`config.mk`:
```
export PLATFORM = sky130hd
export DESIGN_NAME = special_result_generator
export DESIGN_NICKNAME = d
export VERILOG_FILES = /design/src/rtl/special_result_generator.sv
export SDC_FILE = /design/constraint.sdc
export NUM_CORES = 1
export LEC_CHECK = 0
export ABC_AREA = 1
export CORE_ASPECT_RATIO = 1.1
export CORE_MARGIN = 5
export CORE_UTILIZATION = 55
export DETAILED_ROUTE_END_ITERATION = 8
export PLACE_DENSITY = 0.86
export SLEW_MARGIN = 20
export SYNTH_ARGS = -nofsm -noshare
export SYNTH_HDL_FRONTEND = slang
export SYNTH_SLANG_ARGS = --single-unit
export TNS_END_PERCENT = 100
```
`constraint.sdc`:
```
create_clock -name clk -period 3.5 [get_ports clk]
set_input_delay 0.7 -clock clk [delete_from_list [all_inputs] [get_ports clk]]
set_output_delay 0.7 -clock clk [all_outputs]
set_load 0.05 [all_outputs]
```
`src/rtl/special_result_generator.sv`:
```
// rtl/special_result_generator.sv - divider special-case result encoder with valid/ready skid stage
//
// Purpose: rebuilds the packed HUB quotient word when the X/Y special-case codes
// fix the result, and registers it behind a valid/ready handshake with a
// one-entry skid buffer, which sustains full throughput without a combinational
// path from out_ready to in_ready.
//
// Optional feature macro: SPECIAL_FLAGS_EN (adds out_invalid / out_div_zero).
//
// Ports:
//   clk, rst_l                  clock, asynchronous active-low reset
//   in_valid / in_ready         upstream handshake
//   X, Y_sign                   packed dividend, divisor sign bit
//   X_special_case              0 none, 1 +inf, 2 -inf, 3 +0, 4 -0 (others none)
//   Y_special_case              0 none, 1 +inf, 2 -inf, 3 +0, 4 -0, 5 +1, 6 -1 (7 none)
//   X_one                       forwarded unchanged to out_x_one
//   out_valid / out_ready       downstream handshake
//   out_result, out_special     special quotient word and its select flag
//   out_x_one                   registered X_one
//   out_invalid, out_div_zero   exception flags (SPECIAL_FLAGS_EN only)

`timescale 1ns/1ps

module special_result_generator #(
    parameter int M            = 23,
    parameter int E            = 8,
    parameter int special_case = 7,
    localparam int CW          = $clog2(special_case),
    localparam int W           = E + M + 1
) (
    input  logic          clk,
    input  logic          rst_l,
    input  logic          in_valid,
    output logic          in_ready,
    input  logic [W-1:0]  X,
    input  logic          Y_sign,
    input  logic [CW-1:0] X_special_case,
    input  logic [CW-1:0] Y_special_case,
    input  logic          X_one,
    output logic          out_valid,
    input  logic          out_ready,
    output logic [W-1:0]  out_result,
    output logic          out_special,
`ifdef SPECIAL_FLAGS_EN
    output logic          out_invalid,
    output logic          out_div_zero,
`endif
    output logic          out_x_one
);

    localparam logic [E+M-1:0] MAG_ONES  = {(E+M){1'b1}};
    localparam logic [E+M-1:0] MAG_ZEROS = {(E+M){1'b0}};

    // Special-case classification of the incoming beat
    logic x_inf, x_zero, y_inf, y_zero, y_pone, y_mone, q_sign;

    assign x_inf  = (X_special_case == CW'(1)) || (X_special_case == CW'(2));
    assign x_zero = (X_special_case == CW'(3)) || (X_special_case == CW'(4));
    assign y_inf  = (Y_special_case == CW'(1)) || (Y_special_case == CW'(2));
    assign y_zero = (Y_special_case == CW'(3)) || (Y_special_case == CW'(4));
    assign y_pone = (Y_special_case == CW'(5));
    assign y_mone = (Y_special_case == CW'(6));
    assign q_sign = X[W-1] ^ Y_sign;

    logic [W-1:0] d_result;
    logic         d_special;

    // First match wins; indeterminate forms return positive infinity.
    always_comb begin
        d_result  = '0;
        d_special = 1'b1;
        if ((x_inf && y_inf) || (x_zero && y_zero)) begin
            d_result = {1'b0, MAG_ONES};
        end else if (x_inf) begin
            d_result = {q_sign, MAG_ONES};
        end else if (x_zero) begin
            d_result = {q_sign, MAG_ZEROS};
        end else if (y_inf) begin
            d_result = {q_sign, MAG_ZEROS};
        end else if (y_zero) begin
            d_result = {q_sign, MAG_ONES};
        end else if (y_pone) begin
            d_result = X;
        end else if (y_mone) begin
            d_result = {~X[W-1], X[W-2:0]};
        end else begin
            d_special = 1'b0;
        end
    end

    // Handshake control
    logic accept, out_free, skid_full;
    logic load_from_in, load_from_skid, load_skid;

    assign in_ready       = ~skid_full;
    assign accept         = in_valid & in_ready;
    assign out_free       = ~out_valid | out_ready;
    // With the skid full, in_ready is low, so accept and skid drain never collide.
    assign load_from_skid = out_free & skid_full;
    assign load_from_in   = out_free & ~skid_full & accept;
    assign load_skid      = ~out_free & accept;

    logic [W-1:0] skid_result;
    logic         skid_special, skid_x_one;

    always_ff @(posedge clk or negedge rst_l) begin
        if (!rst_l) begin
            out_valid    <= 1'b0;
            out_result   <= '0;
            out_special  <= 1'b0;
            out_x_one    <= 1'b0;
            skid_full    <= 1'b0;
            skid_result  <= '0;
            skid_special <= 1'b0;
            skid_x_one   <= 1'b0;
        end else begin
            if (load_from_skid) begin
                out_valid   <= 1'b1;
                out_result  <= skid_result;
                out_special <= skid_special;
                out_x_one   <= skid_x_one;
                skid_full   <= 1'b0;
            end else if (load_from_in) begin
                out_valid   <= 1'b1;
                out_result  <= d_result;
                out_special <= d_special;
                out_x_one   <= X_one;
            end else if (out_free) begin
                out_valid   <= 1'b0;
            end
            if (load_skid) begin
                skid_full    <= 1'b1;
                skid_result  <= d_result;
                skid_special <= d_special;
                skid_x_one   <= X_one;
            end
        end
    end

`ifdef SPECIAL_FLAGS_EN
    logic d_invalid, d_div_zero;
    logic skid_invalid, skid_div_zero;

    assign d_invalid  = (x_inf & y_inf) | (x_zero & y_zero);
    // Division by zero only when nothing earlier in the priority chain matched.
    assign d_div_zero = y_zero & ~x_inf & ~x_zero & ~y_inf;

    always_ff @(posedge clk or negedge rst_l) begin
        if (!rst_l) begin
            out_invalid   <= 1'b0;
            out_div_zero  <= 1'b0;
            skid_invalid  <= 1'b0;
            skid_div_zero <= 1'b0;
        end else begin
            if (load_from_skid) begin
                out_invalid  <= skid_invalid;
                out_div_zero <= skid_div_zero;
            end else if (load_from_in) begin
                out_invalid  <= d_invalid;
                out_div_zero <= d_div_zero;
            end
            if (load_skid) begin
                skid_invalid  <= d_invalid;
                skid_div_zero <= d_div_zero;
            end
        end
    end
`endif

endmodule
```
==> run summary <==
* worst slew slack as a fraction of its limit: 41.7%
* top post-synthesis cells by area: sky130_fd_sc_hd__dfrtp_1, sky130_fd_sc_hd__nand2_1, sky130_fd_sc_hd__o21ai_1
* Final GP Congestion: 0.807
* most frequent cells in the layout: sky130_fd_sc_hd__nand2_1, sky130_fd_sc_hd__clkdlybuf4s50_1, sky130_fd_sc_hd__dfrtp_1, sky130_fd_sc_hd__o21ai_1, sky130_fd_sc_hd__inv_1
* worst setup slack before clock tree synthesis: 0.761 ns
* max-slew violation count: 0
* Post-Syn Area per Cell: 7.26 um2
* die outline area: 8460 um2
* Final Instance Count excl. Fillers: 660
* share of final-layout standard cells stronger than drive strength 1: 9.34%
* antenna-violating nets left: 0
* Layout Utilization: 71.5%
* tightest hold margin: 0.464 ns
* #FFs+latches synth: 70
* average wire length per cell after detail routing: 14.3 um
* count of placed standard cells including taps: 646
* worst clock skew: 0.00624 ns
* Final Hold Violating Endpoints: 0
* Sink Count: 70
* worst voltage drop across the vdd grid: 0.296 mV
* kind of cell with the highest combined delay on the critical path: buffers and inverters
* total setup buffers inserted after CTS: 0
* multi-input logic area: 1640 um2
* synthesis warning total: 0
* total power per unit cell area: 618 nW/um2
* Clock Path Buffers: 2
* Reg-to-Reg End: skid_result[28]
* per-cell via count in the routed design: 5.32
* Nets: 619
* I/O Buffers: 79
* post-detailed-route DRC marker count: 0
* final sum of negative setup slack: 0 ns
* final-layout fill cell count: 542
* clock slew at the register clock pins of the worst setup and hold paths: 0.07 ns
* gate count of the mapped netlist: 509
* register area: 1750 um2
* number of CTS-inserted buffers: 9
* overall die width: 88.1 um
* max frequency: 0.362 GHz
* max-cap violations: 0
* unique cell type count in the Yosys netlist: 20
* RSZ-0062 raised after global routing: false
* maximum fanout along the worst path: 26
* HPWL Detailed: 6120 um
* die span in y: 96.0 um
* share of the synthesized area in the top cell type: 47.4%
* antenna violations before repair: 0
* CTS H-tree lvls: 3
* global-route wire length before repair: 15700 um
* critical path, cell by cell: buf_4, inv_2, clkdlybuf4s50_1
* dominant cell type by area after synthesis: sky130_fd_sc_hd__dfrtp_1
* result of the run: finished clean
* setup violators final: 0
* Critical path buffers and inverters: 3
* number of placement rows: 31
* total global routing overflow: 0
* Crit. End Element: output port
* io pins: 80
* Final Worst Setup Slack: 0.741 ns
* clock network latency to the later pin of the worst-skew pair: 0.34 ns
* initial detailed-routing violation count: 299
* via count of the first global-routing pass: 3392
* data arrival time of the critical path: 2.06 ns
* startpoint type of the worst setup path: flip-flop
* class of the tightest hold or removal check: in2async
* growth of design area from synthesis to finish: 26.9%
* portion of the clock cycle consumed by the worst path in the final layout: 78.8%
* Reg2Reg Depth: 5
* number of antenna repair diodes: 0
* Final Critical Period: 2.76 ns
* Static Leak: 2.34 nW
* pin count of the biggest net entering global routing: 71
* post-synth design cell area: 3690 um2
* critical register-to-register path startpoint: skid_full
* total track usage: 23.8%
* Routed WL: 9460 um
* slowest cell delay on critical path: 0.86 ns
* hold-fix buffer count after cts: 0
* proportion of synthesized chip area in sequential cells: 47.4%
* detailed-routing iteration count for the pre-antenna-repair pass: 5
* Req. time, crit path: 2.80 ns
* root buffer cell: sky130_fd_sc_hd__clkbuf_8
* placeable core region: 6560 um2
* via count: 3510
* post-cts gate resize count: 0
* Max stage delay cell, worst path: sky130_fd_sc_hd__clkdlybuf4s50_1
* TritonCTS clock tree: built
* category of the critical setup timing path: reg2out
* most common cell after layout, fill and taps aside: sky130_fd_sc_hd__nand2_1
* starting utilization of the core area: 56.4%
* setup slack on the worst flop-to-flop path: 1.40 ns
* Worst Max-Slew Pin Slew: 0.875 ns
* Synth Net Count: 553
## stage by stage
stage | instance area [um2] | total power (W)
6_report | 4690 | 0.00289
5_1_grt | 4690 | 0.00305
4_1_cts | 4690 | 0.00291
3_5_place_dp | 4510 | 0.00231
3_3_place_gp | 4510 | 0.00227
2_1_floorplan | 3690 | 0.00191
## metal layers
| layer | vias up | part of all wire, % | track usage [%] |
|---|---|---|---|
| met3 | 24 | 6.3 | 4.79 |
| met5 | - | 0 | 0 |
| li1 | 1724 | - | - |
| met2 | 127 | 52 | 42.4 |
| met1 | 1635 | 39 | 27.8 |
| met4 | 0 | 2.6 | 10.1 |
## cell families (layout without fill, tap and decap cells)
family | count (synthesis) | count (layout) | synth area share (%)
AND/OR/NAND/NOR | 264 | 264 | 29.3
AO/OA/AOI/OAI | 103 | 103 | 14.5
buffers and inverters | 71 | 140 | 8.53
flip-flops | 70 | 70 | 47.4
XOR/XNOR | 1 | 1 | 0.237
## state kept, by name, summed over array words and instances (netlist names)
| signal | cells |
|---|---|
| out_special | 1 |
| skid_x_one | 1 |
| out_x_one | 1 |
| skid_special | 1 |
| out_valid | 1 |
| skid_full | 1 |
| out_result | 32 |
| skid_result | 32 |
## synthesized netlist by cell type
cell type,number
sky130_fd_sc_hd__dfrtp_1,70
sky130_fd_sc_hd__nand2_2,21
sky130_fd_sc_hd__a21oi_1,26
sky130_fd_sc_hd__inv_1,35
sky130_fd_sc_hd__a21oi_4,1
sky130_fd_sc_hd__a31oi_1,7
sky130_fd_sc_hd__clkbuf_1,15
sky130_fd_sc_hd__o21ai_0,31
sky130_fd_sc_hd__nand2_1,207
sky130_fd_sc_hd__xnor2_1,1
sky130_fd_sc_hd__o21ai_1,38
sky130_fd_sc_hd__nor2_1,25
sky130_fd_sc_hd__nor2b_1,1
sky130_fd_sc_hd__nand3_1,4
sky130_fd_sc_hd__buf_6,3
sky130_fd_sc_hd__buf_2,12
sky130_fd_sc_hd__nor2_4,4
sky130_fd_sc_hd__inv_2,3
sky130_fd_sc_hd__nor3_1,2
sky130_fd_sc_hd__buf_4,3
## power breakdown
part / total [W] / leakage, nW / switching (W) / internal (W)
combinational: 0.00117 / 1.40 / 0.000780 / 0.000393
clock: 0.000589 / 0.0914 / 0.000282 / 0.000307
sequential: 0.00113 / 0.850 / 0.000105 / 0.00103
total: 0.00289 / 2.34 / 0.00117 / 0.00173
## how the worst max path moves through the flow
stage | endpoint | start | slack (ns) | depth (start not counted)
after floorplan | in_ready | skid_full | 1.63 | 3
after global placement | skid_result[24] | out_ready | 0.84 | 6
after detailed placement | out_result[20] | Y_special_case[1] | 0.76 | 11
after CTS | in_ready | skid_full | 0.73 | 3
after global routing | in_ready | skid_full | 0.64 | 3
final | in_ready | skid_full | 0.74 | 3
## worst reg2reg max path, delay by kind of cell (launching register included)
kind            cells  cell delay, ns
buf+inv             2            0.66
compound gates      1            0.13
simple gates        2            0.85
flops               1            0.36
## area by class of cell
class / instances / share of cell area (%)
tap: 82 / 2.19
timing repair buffer: 88 / 18.8
multi-input combinational: 368 / 34.9
clock inverter: 1 / 0.107
sequential: 70 / 37.4
clock buffer: 13 / 3.60
inverter: 38 / 3.04
(Power assumes the default switching activity.)
